--- src/rtl/touch_pkg.sv ---
// touch_pkg: shared types and helpers for the touch-key LED array.
// Key debounce FSM states and the millisecond-to-cycle conversion used to
// size the debounce and long-press counters.
package touch_pkg;

    typedef enum logic [1:0] {
        IDLE    = 2'd0,
        PRESS_D = 2'd1,
        HELD    = 2'd2,
        REL_D   = 2'd3
    } key_fsm_e;

    // Converts a duration in ms to sys_clk cycles; never returns less than 1
    // so a debounce or hold time of zero still yields a usable counter.
    function automatic int ms_to_cycles(input int clk_hz, input int ms);
        int cycles;
        cycles = (clk_hz / 1000) * ms;
        if (cycles < 1) begin
            cycles = 1;
        end
        return cycles;
    endfunction

endpackage

--- src/rtl/touch_key_chan.sv ---
// touch_key_chan: one touch-key channel.
// Two-flop synchroniser, press/release debounce FSM, press strobe, toggle bit
// and the registered LED-on decision (polarity is applied by the top).
// Optional build macro TOUCH_LONG_PRESS_EN adds a long-press counter and strobe.
module touch_key_chan
    import touch_pkg::*;
#(
    parameter int DEB_CYCLES  = 4
`ifdef TOUCH_LONG_PRESS_EN
    ,
    parameter int LONG_CYCLES = 20
`endif
) (
    input  logic sys_clk,
    input  logic sys_rst_n,
    input  logic touch_key_i,
    input  logic mode_i,
    input  logic clear_i,
    output logic key_pulse_o,
    output logic key_state_o,
`ifdef TOUCH_LONG_PRESS_EN
    output logic long_press_o,
`endif
    output logic led_on_o
);

    localparam int CW = $clog2(DEB_CYCLES + 1);
    localparam logic [CW-1:0] CNT_LAST = CW'(DEB_CYCLES - 1);

    logic          sync1_q;
    logic          sync2_q;
    key_fsm_e      state_q, state_d;
    logic [CW-1:0] cnt_q, cnt_d;
    logic          key_pulse;
    logic          key_state;
    logic          toggle_q, toggle_d;
    logic          led_on_q, led_on_d;
    logic          lp_hit;

    // Bring the asynchronous key into the sys_clk domain.
    always_ff @(posedge sys_clk or negedge sys_rst_n) begin
        if (!sys_rst_n) begin
            sync1_q <= 1'b0;
            sync2_q <= 1'b0;
        end else begin
            sync1_q <= touch_key_i;
            sync2_q <= sync1_q;
        end
    end

    // Debounce state and stability counter.
    always_ff @(posedge sys_clk or negedge sys_rst_n) begin
        if (!sys_rst_n) begin
            state_q <= IDLE;
            cnt_q   <= '0;
        end else begin
            state_q <= state_d;
            cnt_q   <= cnt_d;
        end
    end

    // Debounce transitions; the press strobe and level are decided in the
    // same cycle the counter expires so downstream logic sees them early.
    always_comb begin
        state_d   = state_q;
        cnt_d     = cnt_q;
        key_pulse = 1'b0;
        key_state = 1'b0;
        case (state_q)
            IDLE: begin
                if (sync2_q) begin
                    state_d = PRESS_D;
                    cnt_d   = '0;
                end
            end
            PRESS_D: begin
                if (!sync2_q) begin
                    state_d = IDLE;
                    cnt_d   = '0;
                end else if (cnt_q == CNT_LAST) begin
                    state_d   = HELD;
                    cnt_d     = '0;
                    key_pulse = 1'b1;
                    key_state = 1'b1;
                end else begin
                    cnt_d = cnt_q + 1'b1;
                end
            end
            HELD: begin
                key_state = 1'b1;
                if (!sync2_q) begin
                    state_d = REL_D;
                    cnt_d   = '0;
                end
            end
            REL_D: begin
                key_state = 1'b1;
                if (sync2_q) begin
                    state_d = HELD;
                    cnt_d   = '0;
                end else if (cnt_q == CNT_LAST) begin
                    state_d   = IDLE;
                    cnt_d     = '0;
                    key_state = 1'b0;
                end else begin
                    cnt_d = cnt_q + 1'b1;
                end
            end
            default: begin
                state_d = IDLE;
                cnt_d   = '0;
            end
        endcase
    end

`ifdef TOUCH_LONG_PRESS_EN
    localparam int LW = $clog2(LONG_CYCLES + 1);
    localparam logic [LW-1:0] LP_LAST = LW'(LONG_CYCLES - 1);
    localparam logic [LW-1:0] LP_FULL = LW'(LONG_CYCLES);

    logic [LW-1:0] lp_cnt_q, lp_cnt_d;
    logic          long_press_q;

    // Hold-time counter: runs only in HELD and saturates, so one hold gives
    // at most one strobe even if a short release bounce returns to HELD.
    always_comb begin
        lp_cnt_d = lp_cnt_q;
        lp_hit   = 1'b0;
        if (state_q == IDLE || state_q == PRESS_D) begin
            lp_cnt_d = '0;
        end else if (state_q == HELD && lp_cnt_q != LP_FULL) begin
            lp_cnt_d = lp_cnt_q + 1'b1;
            lp_hit   = (lp_cnt_q == LP_LAST);
        end
    end

    // Long-press counter and registered strobe.
    always_ff @(posedge sys_clk or negedge sys_rst_n) begin
        if (!sys_rst_n) begin
            lp_cnt_q     <= '0;
            long_press_q <= 1'b0;
        end else begin
            lp_cnt_q     <= lp_cnt_d;
            long_press_q <= lp_hit;
        end
    end

    assign long_press_o = long_press_q;
`else
    assign lp_hit = 1'b0;
`endif

    // Toggle bit and LED decision; clear has the final say over the toggle.
    always_comb begin
        toggle_d = toggle_q ^ key_pulse;
        if (lp_hit && !mode_i) begin
            toggle_d = 1'b0;
        end
        if (clear_i) begin
            toggle_d = 1'b0;
        end
        led_on_d = mode_i ? key_state : toggle_d;
    end

    // Registered toggle bit and LED-on level.
    always_ff @(posedge sys_clk or negedge sys_rst_n) begin
        if (!sys_rst_n) begin
            toggle_q <= 1'b0;
            led_on_q <= 1'b0;
        end else begin
            toggle_q <= toggle_d;
            led_on_q <= led_on_d;
        end
    end

    assign key_pulse_o = key_pulse;
    assign key_state_o = key_state;
    assign led_on_o    = led_on_q;

endmodule

--- src/rtl/touch_led_array.sv ---
// touch_led_array: NUM_KEYS independent touch-key channels driving LEDs.
// Each channel is a touch_key_chan; this level sizes the counters from the
// clock frequency and applies the board LED polarity.
// Optional build macro TOUCH_LONG_PRESS_EN enables the long_press outputs.
module touch_led_array
    import touch_pkg::*;
#(
    parameter int NUM_KEYS       = 4,
    parameter int CLK_FREQ_HZ    = 50_000_000,
    parameter int DEBOUNCE_MS    = 10,
    parameter int LONG_PRESS_MS  = 1000,
    parameter int LED_ACTIVE_LOW = 1
) (
    input  logic                sys_clk,
    input  logic                sys_rst_n,
    input  logic [NUM_KEYS-1:0] touch_key,
    input  logic [NUM_KEYS-1:0] mode,
    input  logic                clear,
    output logic [NUM_KEYS-1:0] led,
    output logic [NUM_KEYS-1:0] key_pulse,
`ifdef TOUCH_LONG_PRESS_EN
    output logic [NUM_KEYS-1:0] long_press,
`endif
    output logic [NUM_KEYS-1:0] key_state
);

    localparam int DEB_CYCLES = ms_to_cycles(CLK_FREQ_HZ, DEBOUNCE_MS);
`ifdef TOUCH_LONG_PRESS_EN
    localparam int LONG_CYCLES = ms_to_cycles(CLK_FREQ_HZ, LONG_PRESS_MS);
`endif

    logic [NUM_KEYS-1:0] led_on;

    for (genvar i = 0; i < NUM_KEYS; i++) begin : g_chan
        touch_key_chan #(
            .DEB_CYCLES  (DEB_CYCLES)
`ifdef TOUCH_LONG_PRESS_EN
            ,
            .LONG_CYCLES (LONG_CYCLES)
`endif
        ) u_chan (
            .sys_clk      (sys_clk),
            .sys_rst_n    (sys_rst_n),
            .touch_key_i  (touch_key[i]),
            .mode_i       (mode[i]),
            .clear_i      (clear),
            .key_pulse_o  (key_pulse[i]),
            .key_state_o  (key_state[i]),
`ifdef TOUCH_LONG_PRESS_EN
            .long_press_o (long_press[i]),
`endif
            .led_on_o     (led_on[i])
        );
    end

    // Reset leaves led_on at 0, so an active-low board sees all LEDs off.
    assign led = (LED_ACTIVE_LOW != 0) ? ~led_on : led_on;

endmodule

--- config.mk ---
export PLATFORM = sky130hd
export DESIGN_NAME = touch_led_array
export DESIGN_NICKNAME = d
export VERILOG_FILES = /design/src/rtl/touch_pkg.sv /design/src/rtl/touch_key_chan.sv /design/src/rtl/touch_led_array.sv
export SDC_FILE = /design/constraint.sdc
export NUM_CORES = 1
export LEC_CHECK = 0
export CAP_MARGIN = 40
export CELL_PAD_IN_SITES_DETAIL_PLACEMENT = 1
export CELL_PAD_IN_SITES_GLOBAL_PLACEMENT = 2
export CORE_ASPECT_RATIO = 1.4
export CORE_MARGIN = 4
export CORE_UTILIZATION = 36
export CTS_CLUSTER_DIAMETER = 80
export DETAILED_ROUTE_END_ITERATION = 8
export PLACE_DENSITY_LB_ADDON = 0.1
export SLEW_MARGIN = 30
export SYNTH_ARGS = -nofsm -noshare
export SYNTH_HDL_FRONTEND = slang
export SYNTH_SLANG_ARGS = --single-unit
--- constraint.sdc ---
create_clock -name sys_clk -period 5.9 [get_ports sys_clk]
set_input_delay 0.885 -clock sys_clk [delete_from_list [all_inputs] [get_ports sys_clk]]
set_output_delay 0.885 -clock sys_clk [all_outputs]
set_load 0.02 [all_outputs]
# After elaboration in Yosys (flattened, before gate mapping)
# Cells that the tools add are included.
# word_totals
reg_bits,100
inputBits,11
out_inout_bits,12
elab_cells,161
# op_classes
addsub,4
n_eq_ne,32
muxes,84
bitwise,5
reduce_logical,12
# ops
cell,n
2-to-1 mux 19 bit,20
case mux 19 bit (4 select lines),4
adder 19 x 1 -> 19 bit (second input constant),4
== test 19 bit (second input constant),4
2-to-1 mux 2 bit,24
case mux 2 bit (4 select lines),4
2-to-1 mux 1 bit,28
== test 2 bit (second input constant),8
AND reduction 4 bit,4
inequality test 3 x 1 -> 1 bit (second input constant),4
inequality test 3 bit (second input constant),4
case mux 1 bit (3 select lines),4
== test 2 x 1 -> 1 bit (second input constant),4
logical NOT 2 bit,4
inequality test 2 x 1 -> 1 bit (second input constant),4
inequality test 2 bit (second input constant),4
AND reduction 2 bit,4
NOT 4 bit,1
XOR 1 bit,4

# Logic depth before layout (Yosys ltp)
# logic_depth
ltp_word,7
depth_mapped,8
ltp_nobuf,6

# Hierarchy
# Synthesis repeated with hierarchy kept, for this count alone.
# unflattened
cells_unflattened,637
area_unflattened_um2,5848.1
# modules_own_cells
module,instances,cells_each,area_per_inst_um2,seq_area_each_um2
touch_key_chan (g_chan[0].u_chan ...),3,160,1483.9,625.6
touch_key_chan (g_chan[3].u_chan),1,153,1381.3,625.6
touch_led_array,1,4,15.0,0.0

# Worst setup path after synthesis
# Ideal clock, no wire load.
# synth_timing
path_kind,reg-to-output
startpoint,register g_chan[3].u_chan.cnt_q[11]
endpoint,output key_state[3]
arrival_time_ns,1.972
required_ns,5.015
path_slack_ns,3.043
path_stages_with_launch,6
path_buffers,1
cell_sequence,dfrtp_1 or4_4 nor3_4 and3_1 mux2_2 buf_4
# synth_between
elab_chain_len,4
word_cells_on_any_way,6
cone_classes,1 x eq/ne; 5 x mux
# synth_lines
item,line,text
start: declaration,touch_key_chan.sv:33,"logic [CW-1:0] cnt_q, cnt_d;"
start signal: assignment,touch_key_chan.sv:58,cnt_q <= cnt_d;
== test 19 bit *,"touch_key_chan.sv:80, touch_key_chan.sv:101",
2-to-1 mux 1 bit (on tied branches),"touch_key_chan.sv:101, touch_key_chan.sv:80",
2-to-1 mux 1 bit (on tied branches),"touch_key_chan.sv:98, touch_key_chan.sv:77",
case mux 1 bit (3 select lines) *,touch_key_chan.sv:69,case (state_q)
end: declaration,touch_led_array.sv:24,output logic [NUM_KEYS-1:0] key_state
# Mark *: on every way between the ends. The rest lies on a longest branch, timed or not.

# Final worst setup path
# layout_timing
startpoint,register g_chan[3].u_chan.cnt_q[7]
endpoint,output key_state[3]
# Same word-level chain as after synthesis.

==> impl_metrics.csv <==
group,metric,value,unit
detailed_routing,drt-initial-drc-count,173,
hold_path,hp-start,"g_chan[0].u_chan.sync1_q$_DFF_PN0_",
detailed_routing,num_vias,4701,
detailed_routing,viasPerCell,5.73,
global_route,antenna_found_initial,0,
global_route,grt_max_degree,39,
worst_setup_path,endpoint_kind,"output port",
layout,area_delta_synth_final,12.4,%
place,placed_cell_area,0.00583,mm2
worst_setup_path,r2r_start,"g_chan[2].u_chan.cnt_q[0]$_DFFE_PN0P_",
worst_setup_path,startpoint_type,"flip-flop",
floorplan,dieArea,0.0173,mm2
sta,fmax,0.264,GHz
clocking,cts.clk_slew.worst_paths,0.08,ns
layout,register_area,0.00250,mm2
synth,synthFlopType,"dfrtp_1",
place,globalplace.congestion,0.788,
worst_setup_path,worstPathArrival,2.90,ns
synth,syn_nets,633,
global_route,gr-total-overflow,0,
synth,yosys_warnings,0,
worst_setup_path,path_max_fanout,7,
status,status,"finished clean",
sta,setup_tns,0,ns
detailed_routing,drc,0,
synth,synth-seq-cells,100,
sta,post-route-min-period,3.79,ns
layout,final_area,0.00618,mm2
clocking,cts_root_buf,"clkbuf_16",
floorplan,die_h,154,um
global_route,grt_usage,17.0,%
clocking,postCtsResizedCells,0,
clocking,ctsHoldBuffers,0,
sta,fin_crit_sh,64.2,%
sta,worstMarginPinSlew,0.810,ns
floorplan,io_pins,23,
synth,ys_seq_area_share,45.5,%
hold_path,hold_class,"reg -> reg",
sta,drv_slew,0,
layout,fin_nets,637,
synth,synthCells,618,
synth,synthArstFlopShare,100,%
sta,skew,0.00823,ns
worst_setup_path,r2r_slack,3.48,ns
sta,finalSetupViolCount,0,
clocking,cts.path.max_buffers,2,
clocking,cts_max_level,3,
worst_setup_path,critical_path_required,5.02,ns
floorplan,fp.dieW,112,um
clocking,post_cts_buffers,0,
detailed_routing,wirelength,14300,um
floorplan,start_util,36.7,%
floorplan,coreArea,0.0150,mm2
detailed_routing,drtPass1Iterations,4,
hold_path,min_path_cells,0,
sta,slew_headroom,45.5,%
worst_setup_path,ff2ff_path_depth,6,
layout,drive_above_1_share,6.86,%
global_route,grt_pass1_vias,4978,
synth,yosysUniqueCellTypes,57,
floorplan,rows,53,
layout,final_common_cell,"dfrtp_1",
detailed_routing,wl_per_cell,17.4,um
clocking,clock_sinks,100,
clocking,cts_made_buffers,9,
worst_setup_path,cp_slowest_cell,"or4_1",
hold_path,min_to,"g_chan[0].u_chan.sync2_q$_DFF_PN0_",
flow_run,maxCapViolCount,0,
global_route,grt_pass1_wl,24600,um
layout,fillerInstances,1767,
clocking,cts_tree,"done",
pwr,power_density,242,mW/mm2
place,dp_hpwl,9990,um
synth,syn_avg_cell_area,8.90,um2
layout,layout_common_cells,"100 x dfrtp_1, 77 x nand2_1, 48 x a31oi_1",
layout,multi_input_area,0.00277,mm2
sta,rsz0062_at_grt,"false",
worst_setup_path,max_stage_delay,0.58,ns
synth,synth_edf_count,0,
worst_setup_path,r2r-end,"g_chan[2].u_chan.cnt_q[11]$_DFFE_PN0P_",
clocking,clk_latency,0.35,ns
synth,synthesis.area,0.00550,mm2
pwr,ir_drop,0.141,mV
detailed_routing,drtAntennaViolNets,0,
place,portBuffers,22,
sta,hold_viol,0,
pwr,p_leak,2.45,nW
worst_setup_path,path_cells,"or4_1, nor3_2, and3_1, mux2_2, clkdlybuf4s50_1",
worst_setup_path,path_class,"reg -> out",
[stage by stage]
stage	power [W]	util, %	hold slack (ns)	instances	setup slack [ns]
3_3_place_gp	0.000798	38.6	0.334	801	2.57
5_1_grt	0.00156	41.2	0.355	819	1.87
2_1_floorplan	0.000763	-	0.331	618	3.04
4_1_cts	0.00152	41.2	0.352	819	2.09
3_5_place_dp	0.000804	38.9	0.336	803	2.48
6_report	0.00150	41.3	0.347	820	2.11
[layout make-up]
type | instances | area share (%)
antenna | 1 | 0.0405
clock buffer | 9 | 3.64
clock inverter | 7 | 1.98
inverter | 18 | 1.09
multi-input combinational | 467 | 44.7
sequential | 100 | 40.5
tap | 192 | 3.89
timing repair buffer | 26 | 4.17
[worst max-delay path: cells and delay by family, from the launching register on]
kind,cells,cell delay [ns]
muxes,1,0.35
DFF,1,0.45
and+or+nand+nor,3,1.21
buffers and inverters,1,0.54
[power breakdown]
group          leakage, nW  switching [W]  internal, W   total, W
logic                0.925      0.0000556    0.0000270  0.0000826
clock network        0.163       0.000290     0.000418   0.000709
registers             1.36      0.0000113     0.000693   0.000705
total                 2.45       0.000357      0.00114    0.00150
[worst max-delay path by stage]
stage                                            from      endpoint  slack (ns)  cells after the start
3_3_place_gp   g_chan[3].u_chan.cnt_q[11]$_DFFE_PN0P_  key_state[3]        2.57                      5
4_1_cts        g_chan[3].u_chan.cnt_q[11]$_DFFE_PN0P_  key_state[3]        2.09                      5
6_report        g_chan[3].u_chan.cnt_q[7]$_DFFE_PN0P_  key_state[3]        2.11                      5
5_1_grt         g_chan[2].u_chan.cnt_q[0]$_DFFE_PN0P_  key_state[2]        1.87                      7
3_5_place_dp   g_chan[3].u_chan.cnt_q[11]$_DFFE_PN0P_  key_state[3]        2.48                      5
2_1_floorplan  g_chan[3].u_chan.cnt_q[11]$_DFFE_PN0P_  key_state[3]        3.04                      5
[sequential cells by signal, indices dropped and copies added, names as in the netlist, named ones only]
signal	flops
g_chan.u_chan.sync2_q	4
g_chan.u_chan.state_q	4
g_chan.u_chan.cnt_q	76
g_chan.u_chan.toggle_q	4
g_chan.u_chan.sync1_q	4
g_chan.u_chan.led_on_o	4
[Yosys cell counts, types with 8 or more instances]
library cell	instances	area, um2
inv_1	18	67.6
nand2b_1	11	68.8
a31oi_1	48	300
clkbuf_1	12	45.0
nand3_1	43	215
nand4_1	17	106
o21ai_0	44	220
nor3_1	13	65.1
a21oi_1	35	175
nor2_1	40	150
and3_1	12	75.1
nand2_1	77	289
and2_1	12	75.1
buf_2	10	50.1
buf_4	8	60.1
a41oi_1	12	105
dfrtp_1	100	2500
a22o_1	9	78.8
[cells by family after synthesis]
group	Yosys count	share of synthesized area, %
DFF	100	45.5
adders and majority gates	4	0.910
xor gates and xnor gates	11	1.75
muxes	9	1.77
and+or+nand+nor	271	26.1
AOI/OAI and AO/OA	172	19.4
buffers and inverters	51	4.62
[per-layer routing]
layer  share of wire [%]  global-route usage, %
met3                 1.7                   2.58
met1                  47                   22.2
met2                  51                   29.3
met5                   0                      0
met4                 1.1                   4.81
No activity file was read; power rests on OpenSTA's default activity.
